--- src/rtl/bcd_pkg.sv ---
// Shared types and helpers for the digit-serial BCD adder.
package bcd_pkg;

  typedef enum logic [1:0] {
    IDLE = 2'd0,
    RUN  = 2'd1,
    DONE = 2'd2
  } state_t;

  localparam logic [3:0] BCD_MAX = 4'd9;
  localparam logic [3:0] BCD_ADJ = 4'd6;

  function automatic logic is_bcd(input logic [3:0] digit);
    return digit <= BCD_MAX;
  endfunction

endpackage

--- src/rtl/bcd_digit_add.sv ---
// Single-digit BCD adder with adjust-by-6 correction; reused serially by the top.
module bcd_digit_add
  import bcd_pkg::*;
(
  input  logic [3:0] a,
  input  logic [3:0] b,
  input  logic       cin,
  output logic [3:0] s,
  output logic       cout
);

  logic [4:0] w_t;

  always_comb begin
    w_t  = {1'b0, a} + {1'b0, b} + {4'b0000, cin};
    s    = w_t[3:0];
    cout = 1'b0;
    if (w_t > {1'b0, BCD_MAX}) begin
      s    = w_t[3:0] + BCD_ADJ;
      cout = 1'b1;
    end
  end

endmodule

--- src/rtl/bcd_serial_adder.sv ---
// Digit-serial BCD adder/accumulator: one digit per clock, LSD first, start/busy/done handshake.
module bcd_serial_adder
  import bcd_pkg::*;
#(
  parameter  int NDIGITS = 4,
  localparam int W       = 4 * NDIGITS
) (
  input  logic               Clock,
  input  logic               Resetn,
  input  logic               start,
  input  logic               clear,
  input  logic               mode,
  input  logic [W-1:0]       a,
  input  logic [W-1:0]       b,
  output logic               busy,
  output logic               done,
  output logic [W-1:0]       sum,
  output logic               carry_out,
  output logic               error,
  output logic [NDIGITS-1:0] inv_a,
  output logic [NDIGITS-1:0] inv_b
);

  localparam int CW = $clog2(NDIGITS) + 1;

  state_t             r_state;
  state_t             w_state_next;
  logic [W-1:0]       r_opa;
  logic [W-1:0]       r_opb;
  logic [W-1:0]       r_res;
  logic [W-1:0]       r_sum;
  logic               r_c;
  logic               r_cout;
  logic               r_error;
  logic [CW-1:0]      r_cnt;
  logic [NDIGITS-1:0] r_inv_a;
  logic [NDIGITS-1:0] r_inv_b;

  logic [NDIGITS-1:0] w_inv_a;
  logic [NDIGITS-1:0] w_inv_b;
  logic [W-1:0]       w_opb_sel;
  logic [W-1:0]       w_res_shift;
  logic [3:0]         w_digit;
  logic               w_cout;
  logic               w_accept;
  logic               w_last;
  logic               w_any_inv;

  // Accumulate mode feeds back the stored sum, which is always valid BCD, so B flags stay clear.
  for (genvar gi = 0; gi < NDIGITS; gi++) begin : g_inv
    assign w_inv_a[gi] = !is_bcd(a[4*gi +: 4]);
    assign w_inv_b[gi] = !mode && !is_bcd(b[4*gi +: 4]);
  end

  assign w_any_inv   = |{w_inv_a, w_inv_b};
  assign w_opb_sel   = mode ? r_sum : b;
  assign w_accept    = (r_state == IDLE) && start && !clear;
  assign w_last      = (r_cnt == CW'(NDIGITS - 1));
  assign w_res_shift = (r_res >> 4) | (W'(w_digit) << (W - 4));

  bcd_digit_add u_digit (
    .a    (r_opa[3:0]),
    .b    (r_opb[3:0]),
    .cin  (r_c),
    .s    (w_digit),
    .cout (w_cout)
  );

  always_ff @(posedge Clock or negedge Resetn) begin
    if (!Resetn) r_state <= IDLE;
    else         r_state <= w_state_next;
  end

  always_comb begin
    w_state_next = r_state;
    if (clear) begin
      w_state_next = IDLE;
    end else begin
      case (r_state)
        IDLE:    if (start) w_state_next = w_any_inv ? DONE : RUN;
        RUN:     if (w_last) w_state_next = DONE;
        DONE:    w_state_next = IDLE;
        default: w_state_next = IDLE;
      endcase
    end
  end

  always_ff @(posedge Clock or negedge Resetn) begin
    if (!Resetn) begin
      r_opa   <= '0;
      r_opb   <= '0;
      r_res   <= '0;
      r_sum   <= '0;
      r_c     <= 1'b0;
      r_cout  <= 1'b0;
      r_error <= 1'b0;
      r_cnt   <= '0;
      r_inv_a <= '0;
      r_inv_b <= '0;
    end else if (clear) begin
      r_opa   <= '0;
      r_opb   <= '0;
      r_res   <= '0;
      r_sum   <= '0;
      r_c     <= 1'b0;
      r_cout  <= 1'b0;
      r_error <= 1'b0;
      r_cnt   <= '0;
      r_inv_a <= '0;
      r_inv_b <= '0;
    end else if (w_accept) begin
      r_opa   <= a;
      r_opb   <= w_opb_sel;
      r_inv_a <= w_inv_a;
      r_inv_b <= w_inv_b;
      r_error <= w_any_inv;
      r_c     <= 1'b0;
      r_cnt   <= '0;
    end else if (r_state == RUN) begin
      r_opa <= r_opa >> 4;
      r_opb <= r_opb >> 4;
      r_res <= w_res_shift;
      r_c   <= w_cout;
      r_cnt <= r_cnt + CW'(1);
      // The visible sum only moves once the whole result has been assembled.
      if (w_last) begin
        r_sum  <= w_res_shift;
        r_cout <= w_cout;
      end
    end
  end

  assign busy      = (r_state == RUN);
  assign done      = (r_state == DONE);
  assign sum       = r_sum;
  assign carry_out = r_cout;
  assign error     = r_error;
  assign inv_a     = r_inv_a;
  assign inv_b     = r_inv_b;

endmodule

--- config.mk ---
export PLATFORM = sky130hd
export DESIGN_NAME = bcd_serial_adder
export DESIGN_NICKNAME = d
export VERILOG_FILES = /design/src/rtl/bcd_pkg.sv /design/src/rtl/bcd_digit_add.sv /design/src/rtl/bcd_serial_adder.sv
export SDC_FILE = /design/constraint.sdc
export NUM_CORES = 1
export LEC_CHECK = 0
export ABC_AREA = 1
export BUFFER_PORTS_ARGS = -buffer_cell sky130_fd_sc_hd__buf_2
export CAP_MARGIN = 0
export CELL_PAD_IN_SITES_DETAIL_PLACEMENT = 1
export CELL_PAD_IN_SITES_GLOBAL_PLACEMENT = 2
export CORE_UTILIZATION = 33
export DETAILED_ROUTE_END_ITERATION = 10
export GPL_ROUTABILITY_DRIVEN = 0
export HOLD_SLACK_MARGIN = 0.03
export PLACE_DENSITY_LB_ADDON = 0.1
export REMOVE_ABC_BUFFERS = 1
export SYNTH_ARGS = -nofsm -noshare
export SYNTH_HDL_FRONTEND = slang
export SYNTH_SLANG_ARGS = --single-unit
--- constraint.sdc ---
create_clock -name Clock -period 2.74 [get_ports Clock]
set_input_delay 0.548 -clock Clock [delete_from_list [all_inputs] [get_ports Clock]]
set_output_delay 0.548 -clock Clock [all_outputs]
set_load 0.01 [all_outputs]
Word level (Yosys, flattened, before mapping)
Cells that the tools add are included.
{"block": "op_classes", "add_sub_neg": 4, "magnitude_cmp": 9, "eq_ne": 6, "muxes": 37, "n_bitwise": 1, "n_reduce_logical": 25}
{"cell": "16-bit two-way mux", "count": 14}
{"cell": "4-bit less-or-equal comparator (second input constant)", "count": 8}
{"cell": "4-bit two-way mux", "count": 5}
{"cell": "12-bit by 16-bit OR with 16-bit output", "count": 1}
{"cell": "1-bit zero test", "count": 10}
{"cell": "1-bit two-way mux", "count": 10}
{"cell": "3-bit two-way mux", "count": 3}
{"cell": "2-bit two-way mux", "count": 4}
{"cell": "8-bit OR reduction", "count": 1}
{"cell": "1-bit logical AND", "count": 6}
{"cell": "2-bit nonzero test", "count": 3}
{"cell": "4-bit by 4-bit adder with 5-bit output", "count": 1}
{"cell": "5-bit by 1-bit adder with 5-bit output", "count": 1}
{"cell": "5-bit by 4-bit > comparator with 1-bit output (second input constant)", "count": 1}
{"cell": "4-bit by 3-bit adder with 4-bit output (second input constant)", "count": 1}
{"cell": "2-bit one-hot mux with 2 select lines", "count": 1}
{"cell": "2-bit AND reduction", "count": 2}
{"cell": "3-bit by 1-bit adder with 3-bit output (second input constant)", "count": 1}
{"cell": "3-bit by 2-bit equality test with 1-bit output (second input constant)", "count": 1}
{"cell": "3-bit by 2-bit != test with 1-bit output (second input constant)", "count": 1}
{"cell": "3-bit != test (second input constant)", "count": 1}
{"cell": "3-bit AND reduction", "count": 1}
{"cell": "3-bit nonzero test", "count": 1}
{"cell": "2-bit by 1-bit equality test with 1-bit output (second input constant)", "count": 1}
{"cell": "other kinds (3)", "count": 3}
{"block": "totals", "register_bits": 80, "word_cells": 93}

Logic depth before layout (Yosys ltp)
{"block": "logic_depth", "depth_word": 9, "depth_mapped": 14, "mapped_depth_nobuf": 14}

By module
Synthesis repeated with hierarchy kept, for this count alone.
{"block": "unflattened", "cells_unflattened": 468, "area_unflattened_um2": 3877.5}
{"module": "bcd_serial_adder", "instances": 1, "cells_per_inst": 421, "area_per_inst_um2": 3577.2}
{"module": "bcd_digit_add", "instances": 1, "cells_per_inst": 47, "area_per_inst_um2": 300.3}

Least setup slack after synthesis
No wires, ideal clock.
{"block": "synth_path", "path_type": "register -> register", "start": "reg r_opa[0]", "end": "reg r_res[15]", "setup_time_ps": 119, "t_arrival_ps": 2189, "required_time_ps": 2621, "path_slack_ps": 433, "path_stages_with_launch": 13, "path_buffers": 0, "synth_period_minus_slack_ps": 2307, "cell_sequence": "dfrtp_1 -> fa_1 -> fa_1 -> inv_1 -> ha_1 -> inv_1 -> nor2_1 -> a21oi_1 -> nand2_1 -> nand2_1 -> nand3_1 -> nand3_1 -> nand2_1"}
{"block": "synth_between", "elab_chain_len": 8, "elab_cells_between_ends": 9, "classes_between": "add/sub: 3; order compare: 1; mux: 4; bitwise: 1"}
{"item": "start: declaration", "line_no": "bcd_serial_adder.sv:28", "rtl": "logic [W-1:0] r_opa;"}
{"item": "start signal: assignment", "line_no": "bcd_serial_adder.sv:120", "rtl": "r_opa <= r_opa >> 4;"}
{"item": "4-bit by 4-bit adder with 5-bit output (*)", "line_no": "bcd_digit_add.sv:15", "rtl": "w_t = {1'b0, a} + {1'b0, b} + {4'b0000, cin};"}
{"item": "5-bit by 1-bit adder with 5-bit output (*)", "line_no": "bcd_digit_add.sv:15"}
{"item": "4-bit by 3-bit adder with 4-bit output or 5-bit by 4-bit > comparator with 1-bit output (tied branches)", "line_no": "bcd_digit_add.sv:19, bcd_digit_add.sv:18"}
{"item": "4-bit two-way mux (*)", "line_no": "bcd_digit_add.sv:18", "rtl": "if (w_t > {1'b0, BCD_MAX}) begin"}
{"item": "12-bit by 16-bit OR with 16-bit output (*)", "line_no": "bcd_serial_adder.sv:59", "rtl": "assign w_res_shift = (r_res >> 4) | (W'(w_digit) << (W - 4));"}
{"item": "16-bit two-way mux (*)", "line_no": "bcd_serial_adder.sv:119", "rtl": "end else if (r_state == RUN) begin"}
{"item": "16-bit two-way mux (*)", "line_no": "bcd_serial_adder.sv:111", "rtl": "end else if (w_accept) begin"}
{"item": "16-bit two-way mux (*)", "line_no": "bcd_serial_adder.sv:100", "rtl": "end else if (clear) begin"}
{"item": "end signal: assignment", "line_no": "bcd_serial_adder.sv:122", "rtl": "r_res <= w_res_shift;"}
{"item": "end: declaration", "line_no": "bcd_serial_adder.sv:30", "rtl": "logic [W-1:0] r_res;"}
Mark *: on every way between the ends. The rest lies on a longest branch, timed or not. The select of a mux whose other input is x is not followed.
A chain may end at the register's enable or synchronous reset.

Final worst setup path
Same ends and word-level chain as after synthesis.

==> results.sh <==
export IMPL_hold_class="in2async"
export IMPL_critPathLaunchType="flip-flop"
export IMPL_yosys_warnings=0
export IMPL_layout_drive_gt1_share_pct=22.1
export IMPL_antenna_left=0
export IMPL_yosysUniqueCellTypes=34
export IMPL_clkTransAtPathRegs_ns=0.09
export IMPL_clock_sinks=76
export IMPL_slew_viol_final=0
export IMPL_fin_skew_ns=0.0106
export IMPL_hold_buffers=0
export IMPL_seq_power_share_pct=47.4
export IMPL_p_per_area_mw_per_mm2=598
export IMPL_power_switching_mw=0.737
export IMPL_timing_hold_violations_final=0
export IMPL_syn2layout_area_growth_pct=19.3
export IMPL_routed_wl_um=10800
export IMPL_slew_headroom_pct=63.3
export IMPL_cp_slowest_cell="fa_1"
export IMPL_num_io_pins=65
export IMPL_drt_first_pass_iters=4
export IMPL_fin_tns_setup_ns=0
export IMPL_area_sequential_mm2=0.00190
export IMPL_clk_path_buf_depth=2
export IMPL_grt_start_max_net_pins=45
export IMPL_nFillCells=1281
export IMPL_avgSynthCellArea_um2=8.96
export IMPL_grt_setup_unrepaired="no"
export IMPL_status="complete, no violations"
export IMPL_avgRoutedWirePerCell_um=17.7
export IMPL_p_leak_nw=2.24
export IMPL_switching_share_pct=28.5
export IMPL_hpwl_um=7720
export IMPL_ys_seq_area_share_pct=52.5
export IMPL_cp_slowest_stage_delay_ns=0.55
export IMPL_multiInputGateArea_mm2=0.00137
export IMPL_worst_setup_path_end_kind="flip-flop"
export IMPL_fin_util_pct=41.3
export IMPL_post_route_min_period_ns=2.49
export IMPL_port_buffers=64
export IMPL_diodes=0
export IMPL_core_region_area_mm2=0.0105
export IMPL_setup_violations=0
export IMPL_initial_core_util_pct=34.6
export IMPL_min_period_over_period_pct=90.7
export IMPL_row_count=37
export IMPL_path_class="reg2reg"
export IMPL_drtIter0Drc=123
export IMPL_comb_power_share_pct=14.3
export IMPL_clkLatencyLatePin_ns=0.36
export IMPL_place_ws_ns=0.197
export IMPL_grt_pass1_vias=3352
export IMPL_grt_pass1_wl_um=17800
export IMPL_whs_ns=0.132
export IMPL_drcViolationCount=0
export IMPL_setup_ws_ns=0.255
export IMPL_synth_edf_count=0
export IMPL_dieArea_mm2=0.0114
export IMPL_cts_tree="done"
export IMPL_internal_power_mw=1.85
export IMPL_antenna_found_initial=0
export IMPL_clockPowerShare_pct=38.3
export IMPL_cp_cell_sequence="fa_2 -> fa_1 -> inv_1 -> ha_1 -> inv_1 -> nor2_1 -> a21oi_1 -> nand2_1 -> nand2_1 -> nand3_1 -> nand3_1 -> nand2_1"
export IMPL_fp_dieW_um=107
export IMPL_cp_common_cell="nand2_1"
export IMPL_num_nets_final=516
export IMPL_vias=3119
export IMPL_h_tree_depth=3
export IMPL_syn_area_mm2=0.00362
export IMPL_gr_total_overflow=0
export IMPL_grt_use_total_pct=20.8
export IMPL_crit_fanout=4
export IMPL_ys_ff_latch=76
export IMPL_max_cap_viol_count=0
export IMPL_vdd_ir_drop_worst_uv=228
export IMPL_cts_root_buf="clkbuf_8"
export IMPL_ys_flop_type="dfrtp_1"
export IMPL_synth_cells=404
export IMPL_arrival_ns=2.74
export IMPL_numCtsBuffers=9
export IMPL_viasPerCell=5.10
export IMPL_fp_dieH_um=107
export IMPL_critPathRequiredTime_ns=3.00
export IMPL_fmax_mhz=402
export IMPL_worst_pin_slew_ns=0.545
export IMPL_synthArstFlopShare_pct=100
-- cells in the mapped netlist (5+ instances only) --
cell	n	share of area (%)
nor2_1	16	1.7
o221ai_1	16	3.9
nand3_1	29	4.0
o21ai_0	27	3.7
inv_1	55	5.7
a22oi_1	7	1.5
nand2_1	90	9.3
o211ai_1	6	1.2
inv_2	8	0.83
nand4_1	5	0.86
dfrtp_1	76	53
o22ai_1	13	2.2
ha_1	6	2.1
buf_2	10	1.4
a21oi_1	8	1.1
-- power groups by stage --
stage	registers, mW	clock network [mW]	logic [mW]
finish	1.22	0.988	0.370
global route	1.23	1.05	0.423
CTS	1.23	1.01	0.375
detailed placement	1.25	0	0.372
global placement	1.25	0	0.366
floorplan	1.24	0	0.198
-- layer usage --
layer | track usage [%] | vias up | share of wire (%)
li1 | - | 1492 | -
met1 | 28.6 | 1567 | 49
met2 | 33.5 | 52 | 47
met3 | 2.67 | 8 | 3.0
met4 | 7.63 | 0 | 1.0
met5 | 0 | - | 0
-- worst paths after layout --
| path | end | from | slack [ns] | cells after the start |
|---|---|---|---|---|
| max | r_res[15] | r_opa[0] | 0.25 | 12 |
| min | sum[8] | Resetn | 0.13 | 1 |
| max reg2reg | r_res[15] | r_opa[0] | 0.25 | 12 |
| min reg2reg | r_opa[10] | r_opa[10] | 0.50 | 2 |
| max in group asynchronous | inv_a[2] | Resetn | 2.01 | 2 |
| min in group Clock | r_opa[12] | a[12] | 0.41 | 3 |
-- critical path: cells and delay by family (launching register included) --
| family | cells | cell delay [ns] |
|---|---|---|
| DFF | 1 | 0.41 |
| AOI/OAI and AO/OA | 1 | 0.11 |
| and+or+nand+nor | 6 | 0.55 |
| buffers and inverters | 2 | 0.16 |
| adders and majority gates | 3 | 1.16 |
-- per-stage QoR --
| step | instance area [µm²] | power (mW) | std cells |
|---|---|---|---|
| after detailed placement | 4090 | 1.62 | 596 |
| after global placement | 4090 | 1.61 | 596 |
| after floorplan | 3510 | 1.44 | 386 |
| final | 4320 | 2.58 | 612 |
| after CTS | 4320 | 2.61 | 612 |
| after global routing | 4320 | 2.71 | 612 |
-- flip-flops by register name, summed over array words and instances (netlist names) --
name       count
sum           16
inv_a          4
r_opa         16
carry_out      1
inv_b          4
r_res         12
error          1
r_opb         16
r_c            1
r_cnt          3
r_state        2
-- timing repair --
item / CTS / global route
endpoints found under the setup margin: 0 / 5
buffers inserted: 0 / 0
gates resized for setup: 0 / 1
-- cell type report --
class | count | area share, %
sequential | 76 | 44.0
multi-input combinational | 246 | 31.7
timing repair buffer | 74 | 9.50
inverter | 64 | 5.56
tap | 136 | 3.94
clock buffer | 10 | 3.19
clock inverter | 6 | 2.03
-- cells in the final DEF (no fill, tap or decap), types with 7 or more instances in the layout --
master	Yosys	final
a21oi_1	8	8
a22oi_1	7	7
buf_2	10	63
buf_4	4	10
clkbuf_8	0	10
dfrtp_1	76	76
inv_1	55	55
inv_2	8	8
nand2_1	90	90
nand3_1	29	29
nor2_1	16	16
o21ai_0	27	27
o221ai_1	16	16
o22ai_1	13	13
-- logic make-up after synthesis --
group                      after synthesis  synth area share, %
AOI/OAI and AO/OA                       91                 16.9
adders and majority gates                8                 3.18
buffers and inverters                   82                 9.68
DFF                                     76                 52.5
and+or+nand+nor                        147                 17.8
Power figures use the tool's default switching activity.
